`src/rtl/c15xx_head_pos.sv`:
```
// c15xx_head_pos: stepper-phase decode into a clamped half-track, head settle timer,
// and a 2-deep track save FIFO with level req/ack toward the SD track loader.
module c15xx_head_pos #(
  parameter int HT_BITS    = 7,
  parameter int MAX_HT     = 80,
  parameter int RESET_HT   = 36,
  parameter int SIDES      = 1,
  parameter int SETTLE_CYC = 4096,
  parameter int SETTLE_W   = 13
) (
  input  logic               clk,
  input  logic               reset,
  input  logic               ce,
  input  logic               mtr,
  input  logic [1:0]         stp,
  input  logic               side_i,
  input  logic               act,
  input  logic               we,
  input  logic               img_mounted,
  input  logic               save_ack,
  output logic [HT_BITS-1:0] halftrack,
  output logic [HT_BITS-2:0] track,
  output logic               side_o,
  output logic               tr00_n,
  output logic               settling,
  output logic               save_req,
  output logic [HT_BITS-2:0] save_track,
  output logic               save_side,
  output logic               save_ovf,
  output logic               step_err
);
  logic [HT_BITS-1:0]  ht_q, ht_d;
  logic [1:0]          stp_q, delta;
  logic [SETTLE_W-1:0] set_q, set_d;
  logic                side_q, side_d, dirty_q, dirty_d, ovf_q, ovf_d, err_q, err_d;
  logic [HT_BITS-1:0]  ent0_q, ent0_d, ent1_q, ent1_d;
  logic [1:0]          cnt_q, cnt_d, cnt_pop;
  logic                inc, dec, moved, side_ev, trig, pop, full, push;
  always_comb begin
    delta   = stp - stp_q;
    inc     = mtr & (delta == 2'd1) & (ht_q != HT_BITS'(MAX_HT));
    dec     = mtr & (delta == 2'd3) & (ht_q != '0);
    moved   = inc | dec;
    ht_d    = inc ? ht_q + 1'b1 : dec ? ht_q - 1'b1 : ht_q;
    err_d   = mtr & (delta == 2'd2);
    set_d   = moved ? SETTLE_W'(SETTLE_CYC) : (ce && set_q != '0) ? set_q - 1'b1 : set_q;
    side_d  = (SIDES == 2) ? side_i : 1'b0;
    side_ev = side_d != side_q;
    pop     = save_ack & (cnt_q != 2'd0);
    cnt_pop = cnt_q - {1'b0, pop};
    trig    = dirty_q & (moved | side_ev | ~act) & ~img_mounted;
    full    = cnt_pop == 2'd2;
    push    = trig & ~full;
    ovf_d   = trig & full;
    // entries hold {track, side} as they were before the triggering event
    ent0_d  = pop ? ent1_q : ent0_q;
    ent1_d  = ent1_q;
    if (push && cnt_pop == 2'd0) ent0_d = {track, side_q};
    if (push && cnt_pop != 2'd0) ent1_d = {track, side_q};
    cnt_d   = img_mounted ? 2'd0 : cnt_pop + {1'b0, push};
    dirty_d = img_mounted ? 1'b0 : trig ? we : dirty_q | we;
  end
  always_ff @(posedge clk) begin
    stp_q <= stp;
    if (reset) begin
      ht_q    <= HT_BITS'(RESET_HT);
      set_q   <= '0;
      side_q  <= 1'b0;
      dirty_q <= 1'b0;
      cnt_q   <= 2'd0;
      ovf_q   <= 1'b0;
      err_q   <= 1'b0;
      ent0_q  <= '0;
      ent1_q  <= '0;
    end else begin
      ht_q    <= ht_d;
      set_q   <= set_d;
      side_q  <= side_d;
      dirty_q <= dirty_d;
      cnt_q   <= cnt_d;
      ovf_q   <= ovf_d;
      err_q   <= err_d;
      ent0_q  <= ent0_d;
      ent1_q  <= ent1_d;
    end
  end
  assign halftrack  = ht_q;
  assign track      = ht_q[HT_BITS-1:1];
  assign side_o     = side_q;
  assign tr00_n     = |track;
  assign settling   = |set_q;
  assign save_req   = cnt_q != 2'd0;
  assign save_track = ent0_q[HT_BITS-1:1];
  assign save_side  = ent0_q[0];
  assign save_ovf   = ovf_q;
  assign step_err   = err_q;
endmodule

```
`config.mk`:
```
export PLATFORM = sky130hd
export DESIGN_NAME = c15xx_head_pos
export DESIGN_NICKNAME = d
export VERILOG_FILES = /design/src/rtl/c15xx_head_pos.sv
export SDC_FILE = /design/constraint.sdc
export NUM_CORES = 1
export LEC_CHECK = 0
export CORE_ASPECT_RATIO = 2
export CORE_UTILIZATION = 35
export CTS_BUF_LIST = sky130_fd_sc_hd__clkbuf_8
export DETAILED_ROUTE_END_ITERATION = 7
export SYNTH_ARGS = -nofsm -noshare
export SYNTH_HDL_FRONTEND = slang
export SYNTH_SLANG_ARGS = --single-unit
export TNS_END_PERCENT = 20
```
`constraint.sdc`:
```
create_clock -name clk -period 6.1 [get_ports clk]
set_input_delay 0.61 -clock clk [delete_from_list [all_inputs] [get_ports clk]]
set_output_delay 0.61 -clock clk [all_outputs]
set_load 0.005 [all_outputs]
```
==> impl_summary.md, run 1 <==
Timing
The count of pins over their slew limit is 0. The number of failing setup endpoints in the final timing report is 0. Summed over all failing endpoints, the final setup total negative slack is 0 ns.

The max-slew headroom at the worst pin is 0.4323. The ratio of final minimum period to clock period is 0.5510. The tightest hold path in the finished design has a slack of 0.4593 ns. The slew at the pin with the worst max-slew slack is 0.8301 ns.

For the final database, setup skew stands at 0.01015 ns. After layout, the minimum clock period comes to 3.361 ns. The upper clock frequency limit is 297.5 MHz.

The total count of hold-check failures in the final report came to 0. Setup repair after global routing left no endpoint under its margin.

Synthesis
The area of the mapped netlist is 2088 µm². Of the total synthesized cell area, the portion taken by XOR and XNOR cells is 0.07430. After synthesis, the netlist uses 50 different library cells. The area fraction in compound gates after synthesis is 0.1480. The Yosys step of the flow raised 0 warnings.

Dividing the synthesized area by the synthesized cell count gives 9.364 µm². The share of synthesized area spent on multiplexers is 0.08928. Of the total synthesized cell area, the portion taken by AND, OR, NAND and NOR gates is 0.1893. The share of the Yosys chip area taken by registers is 0.3739.

Of the total synthesized cell area, the portion taken by full adders, half adders and majority gates is 0.06351. The gate count after technology mapping is 223. In the post-synthesis netlist, the biggest area contributors are dfxtp_1 37%, mux2i_1 7.2%, ha_1 5.4%, nor2_1 5.0%, xnor2_1 3.8%. The synthesized design spends more area on one cell type than any other, namely dfxtp_1. Of the post-synthesis cell area, the dominant cell type holds 0.3739. Counting flops and latches in the post-synthesis netlist gives 39. The combinational family with the most area after synthesis is simple AND/OR/NAND/NOR gates.

Clock tree
The later pin in the worst-skew pair is clocked with a latency of 0.29 ns. Clock-pin slew was measured on the worst setup and hold paths at 0.08 ns. In this run the deepest clock path goes through 2 buffers.

The number of sinks handled by clock tree synthesis is 39. The buffer cell driving the clock tree root is clkbuf_8. After clock tree synthesis, the setup repair step added 0 buffers.

The count of hold buffers inserted by post-cts repair is 0. After clock tree synthesis, the repair step resized 0 gates. Buffers inserted during clock tree synthesis total 5.

The clock tree from TritonCTS is built. The H-tree was split into 2 levels.

Route
The vias after detailed routing is 1672. The first-pass iteration count of the detailed router is 4. After detailed routing, the number of remaining DRC violations is 0. After detailed routing, the total wire length is 4.455 mm. The detail route stage leaves a number of antenna-violating nets equal to 0.

After detailed routing, the number of vias per cell comes to 5.325. After detailed routing, the average wire length per cell comes to 14.19 µm. In this run, the number of DRC markers left after iteration 0 of detailed routing was 55.

Final layout
The post-layout net count is 273. In the layout the commonest cells are 39 x dfxtp_1, 33 x clkdlybuf4s50_1, 28 x nor2_1. The area growth from synthesis to layout is 20.07%. The most common library cell in the layout ignoring fill and taps is dfxtp_1. The antenna diode count is 0.

The share of post-route cells with drive strength above 1 is 0.09881.

Global route
For this run the aggregate overflow at the end of global routing stands at 0. The initial antenna violation count is 0. The all-layer global routing usage is 0.1561. The first global-routing pass estimated 7.714 mm of wire. The via count of the first global-routing pass came to 1692. The pin count of the biggest net entering global routing is 20.

Hold path
The worst hold path begins at set_q[12]$_SDFFE_PP0P_. The type of the worst min-delay path is reg2reg.

Power
The static power due to leakage is 1.044 nW. The peak ir drop on the vdd network is 0.3113 mV. In this run the power density over the cells is 351.7 nW/µm².

Floorplanning
After floorplanning, the core was divided into 39 placement rows. For this configuration, the core starts out at a cell density of 0.3658. The die covers 6298 µm².

The height of the chip is 111.2 µm. Measured along the x axis, the die boundary spans 56.62 µm. During I/O placement, the number of pins put on the boundary was 37.

In this run the standard cell core region covers 5709 µm².

Worst setup path
The worst setup path is launched from a primary input. STA classifies the critical path endpoint as a flop. At the worst endpoint, the arrival time is 3.55 ns. For the worst setup path, the data required time is 6.29 ns. The worst register-to-register path begins at halftrack[1]$_SDFFE_PP0P_. The setup path with the least slack is of type in2reg. In this run the worst path has a maximum fanout of 9. The start point of the critical path is stp[0].

Status
The run finished with clean final reports.

Placed design
During placement, the flow inserted port buffers numbering 33. After legalization and detailed placement, the total HPWL measured 3.283 mm. The final estimated routing congestion in global placement is 0.8283.

Run
The count of max-cap constraint violations is 0.
==> registers in the layout, indices dropped and copies added, names as in the netlist <==
name and flops:
set_q 13, halftrack 7, ent0_q 6, ent1_q 6, cnt_q 2, stp_q 2
dirty_q 1, save_ovf 1, step_err 1
==> path summary, 6_finish.rpt <==
path                            slack [ns]  cells after the start                   endpoint
worst max-delay path                  2.74                     11  halftrack[6]$_SDFFE_PP0P_
worst min-delay path                  0.46                      2     set_q[12]$_SDFFE_PP0P_
worst max register to register        2.82                      8  halftrack[6]$_SDFFE_PP0P_
worst min register to register        0.46                      2     set_q[12]$_SDFFE_PP0P_
==> power by group <==
part | total, W | switching [W] | internal (W) | leakage (nW)
combinational | 0.000362 | 0.000185 | 0.000177 | 0.686
sequential | 0.000345 | 0.0000503 | 0.000295 | 0.318
clock | 0.000174 | 0.0000943 | 0.0000796 | 0.0402
total | 0.000882 | 0.000330 | 0.000552 | 1.04
==> layer usage <==
metal  track usage  share of wire  vias up
met3       0.03617          0.035        5
li1              -              -      838
met4       0.06504          0.020        0
met2        0.2973           0.56       26
met1        0.1534           0.38      803
met5             0              0        -
==> area by class of cell <==
class / count / area (µm²)
clock inverter: 3 / 20.02
fill: 573 / 3202
tap: 61 / 76.32
timing repair buffer: 35 / 345.3
sequential: 39 / 780.7
clock buffer: 5 / 68.82
multi-input combinational: 163 / 1186
inverter: 8 / 30.03
==> cells by family (layout without fill, tap and decap cells) <==
logic type	count (synthesis)	after routing
compound gates	40	40
mux	18	18
other cells	1	2
buf+inv	22	51
xor+xnor	16	16
fa+ha+maj	10	10
simple gates	77	77
flops	39	39
==> worst max-delay path, cell delays in order <==
cell and delay [ns]:
clkdlybuf4s50_1 0.47, inv_1 0.04, ha_1 0.31, nor2b_1 0.23, o311ai_2 0.29, ha_1 0.46
a211oi_1 0.11, o21a_1 0.20, or3_1 0.34, a21oi_1 0.16, mux2_1 0.33
==> stage by stage <==
| step | utilization | total power [W] | setup WS, ns | cells | cell area, µm² |
|---|---|---|---|---|---|
| after floorplan | - | 0.0006136 | 3.128 | 224 | 2092 |
| after global placement | 0.4236 | 0.0007062 | 2.408 | 306 | 2419 |
| after detailed placement | 0.4236 | 0.0007116 | 2.395 | 306 | 2419 |
| after CTS | 0.4392 | 0.0008900 | 2.713 | 314 | 2507 |
| after global routing | 0.4392 | 0.0009581 | 2.525 | 314 | 2507 |
| final | 0.4392 | 0.0008818 | 2.739 | 314 | 2507 |
==> Yosys cell counts (all sizes together) <==
library cell / number
a2111oi: 1
a211oi: 3
a21o: 2
a21oi: 10
a311o: 1
a31o: 1
a41oi: 1
and2: 3
buf: 12
clkbuf: 2
conb: 1
dfxtp: 39
fa: 1
ha: 9
inv: 8
mux2: 2
mux2i: 16
nand2: 14
nand2b: 2
nand3: 5
nand4bb: 1
nor2: 28
nor2b: 2
nor3: 11
nor3b: 1
nor4: 3
nor4b: 1
o211ai: 2
o21a: 1
o21ai: 10
o311a: 6
o311ai: 1
o31ai: 1
or2: 1
or3: 2
or4: 3
xnor2: 9
xnor3: 1
xor2: 6
Power figures use the tool's default switching activity.
==> inputs of run 2 (changes only) <==
==> constraint.sdc (replaced) <==
create_clock -name clk -period 3.08 [get_ports clk]
set_input_delay 0.308 -clock clk [delete_from_list [all_inputs] [get_ports clk]]
set_output_delay 0.308 -clock clk [all_outputs]
set_load 0.005 [all_outputs]
==> run 2 against run 1 <==
Effect of this change:
- utilization is 2.1 points higher
- cell count is 4.8% higher
- via count is 3.4% higher
- non-clock buffer count is 17 higher
- count of clock-buffer cells in the layout stayed put
- global-route usage is 0.19 points higher
- final area is 4.8% higher
- setup slack worse by 2.5 ns
- sequential cell count stayed put
- largest cell class unchanged
==> impl_summary.md, run 2 (synthesis gave the netlist of run 1 again) <==
Status
The run finished with clean final reports.

Worst setup path
The capturing element type of the critical path is a flop. For the worst setup path, the data required time is 3.24 ns. Along the worst path, the maximum fanout reaches 7. The worst register-to-register path has a setup slack of 0.23 ns. The critical path start-end classification is in2reg. The worst setup path is launched from a primary input. The data arrival time of the critical path is 3.02 ns.

Route
For this run, the detailed router's first-pass iteration total came to 4. The number of routed nets with antenna violations is 0. The total routed wirelength is 4.632 mm. The vias after detailed routing is 1729.

The per-cell via count in the routed design is 5.255. For this block, the initial DRC count from the detailed router was 57. The total DRC errors in the routed layout is 0. In the final routed layout, each cell accounts on average for 14.08 µm.

Final layout
In the final layout, the share of cells above drive strength 1 is 0.1455. The register with the most flip-flops in the layout has 13 of them. The area growth from synthesis to layout is 25.88%. The antenna diode count is 0. The most common library cell in the layout ignoring fill and taps is dfxtp_1. The register ranked first by flip-flop count is set_q. The post-layout net count is 290. Leaving out fill and tap cells, the most frequent cells in the layout are 39 x dfxtp_1, 33 x clkdlybuf4s50_1, 28 x nor2_1. Once layout is done, the placed cells without fillers occupy 2629 µm².

Floorplanning
In this run the vertical extent of the chip is 111.2 µm. The die is 56.62 µm wide. The total area inside the core boundary comes to 5709 µm².

The starting density of the core is 0.3658. The floorplan step defined a die boundary enclosing 6298 µm². The number of top-level pins is 37. The number of placement rows is 39.

Timing
Headroom to the max-slew limit came out at 0.4219. The upper clock frequency limit is 350.0 MHz. The count of pins over their slew limit came to 0. The worst-case clock skew is 0.007466 ns. In the finished design, the share of the clock period the worst path needs comes to 0.9277. Setup violations remaining at the end of the flow were counted as 0. The final critical-path required period is 2.857 ns. The final hold slack is 0.4718 ns. The total count of hold-check failures in the final report is 0. Setup repair after global routing left no endpoint under its margin. The slew at the pin with the worst max-slew slack is 0.8453 ns.

Global route
The first global-routing pass estimated 7.803 mm of wire. The pin count of the biggest net entering global routing is 16. The all-layer global routing usage is 0.1580. The via count of the first global-routing pass is 1715. The total global routing overflow is 0. The initial antenna violation count is 0.

Placed design
The number of buffers inserted by port buffering is 33. Routability-driven placement finished with a final weighted congestion of 0.7561. The post-detailed-placement cell area is 2546 µm². The HPWL after detailed placement is 3.563 mm.

Clock tree
Counting the buffers created by CTS gives 5. Clock tree synthesis selected as its root buffer the cell clkbuf_8. After clock tree synthesis, the clock-pin slew on the worst setup and hold paths is 0.07 ns. The number of buffers on the longest clock path is 2.

The tree built by TritonCTS fans out to 39 sinks. The clock tree from TritonCTS is built. The total number of H-tree levels is 2. The clock latency on the worst-skew pair is 0.28 ns. The post-CTS setup buffer count is 0.

Power
The peak ir drop on the vdd network is 0.5741 mV. The power per unit of standard cell area is 668.8 nW/µm². The static power due to leakage is 1.129 nW.

Run
Max-cap violations in this run came to 0.

Hold path
The type of the worst min-delay path is reg2reg.
[run 2: stage by stage]
stage / total power, W / worst slack [ns] / util / cells / TNS, ns
after floorplan: 0.001215 / 0.1076 / - / 224 / 0
after global placement: 0.001439 / -0.1121 / 0.4460 / 323 / -0.1791
after detailed placement: 0.001457 / -0.1130 / 0.4460 / 323 / -0.2213
after CTS: 0.001773 / 0.07796 / 0.4587 / 329 / 0
after global routing: 0.001920 / 0.02947 / 0.4604 / 329 / 0
final: 0.001758 / 0.2228 / 0.4604 / 329 / 0
[run 2: area by class of cell]
cell class                      count  area [µm²]
Fill cell                         549        3080
Multi-Input combinational cell    163        1196
Sequential cell                    39       780.7
Timing Repair Buffer               52       473.0
Tap cell                           61       76.32
Clock buffer                        5       68.82
Inverter                            8       30.03
Clock inverter                      1       3.754
[run 2: metal layers]
metal,up-vias,wire length [µm],GRT usage
met3,5,133,0.03734
met5,-,0,0
met1,829,1808,0.1587
met2,24,2620,0.3020
li1,871,-,-
met4,0,70,0.05528
[run 2: worst paths after layout]
kind,from,end,cells past startpoint
setup reg to reg,halftrack[1]$_SDFFE_PP0P_,halftrack[6]$_SDFFE_PP0P_,8
hold / removal,set_q[12]$_SDFFE_PP0P_,set_q[12]$_SDFFE_PP0P_,2
setup / recovery,stp[0],halftrack[5]$_SDFFE_PP1P_,12
hold reg to reg,set_q[12]$_SDFFE_PP0P_,set_q[12]$_SDFFE_PP0P_,2
[run 2: critical path, stage by stage]
cell and delay [ns]:
clkdlybuf4s50_1 0.48, inv_1 0.05, ha_1 0.30, nor2b_1 0.24, o311ai_4 0.20, buf_4 0.19, ha_1 0.26, a21o_1 0.19
a311o_1 0.37, a21oi_1 0.19, xor2_1 0.15, o211ai_1 0.09
[run 2: where the power goes]
group / internal, W / switching (W) / leakage, nW
Sequential: 0.000585 / 0.0000755 / 0.318
Clock: 0.000148 / 0.000161 / 0.0413
Combinational: 0.000386 / 0.000404 / 0.769
Total: 0.00112 / 0.000640 / 1.13
[run 2: timing repair]
action,in CTS,in global routing
endpoints found under the setup margin,0,2
hold endpoints to repair,0,0
resized for setup,0,1
hold buffers,0,0
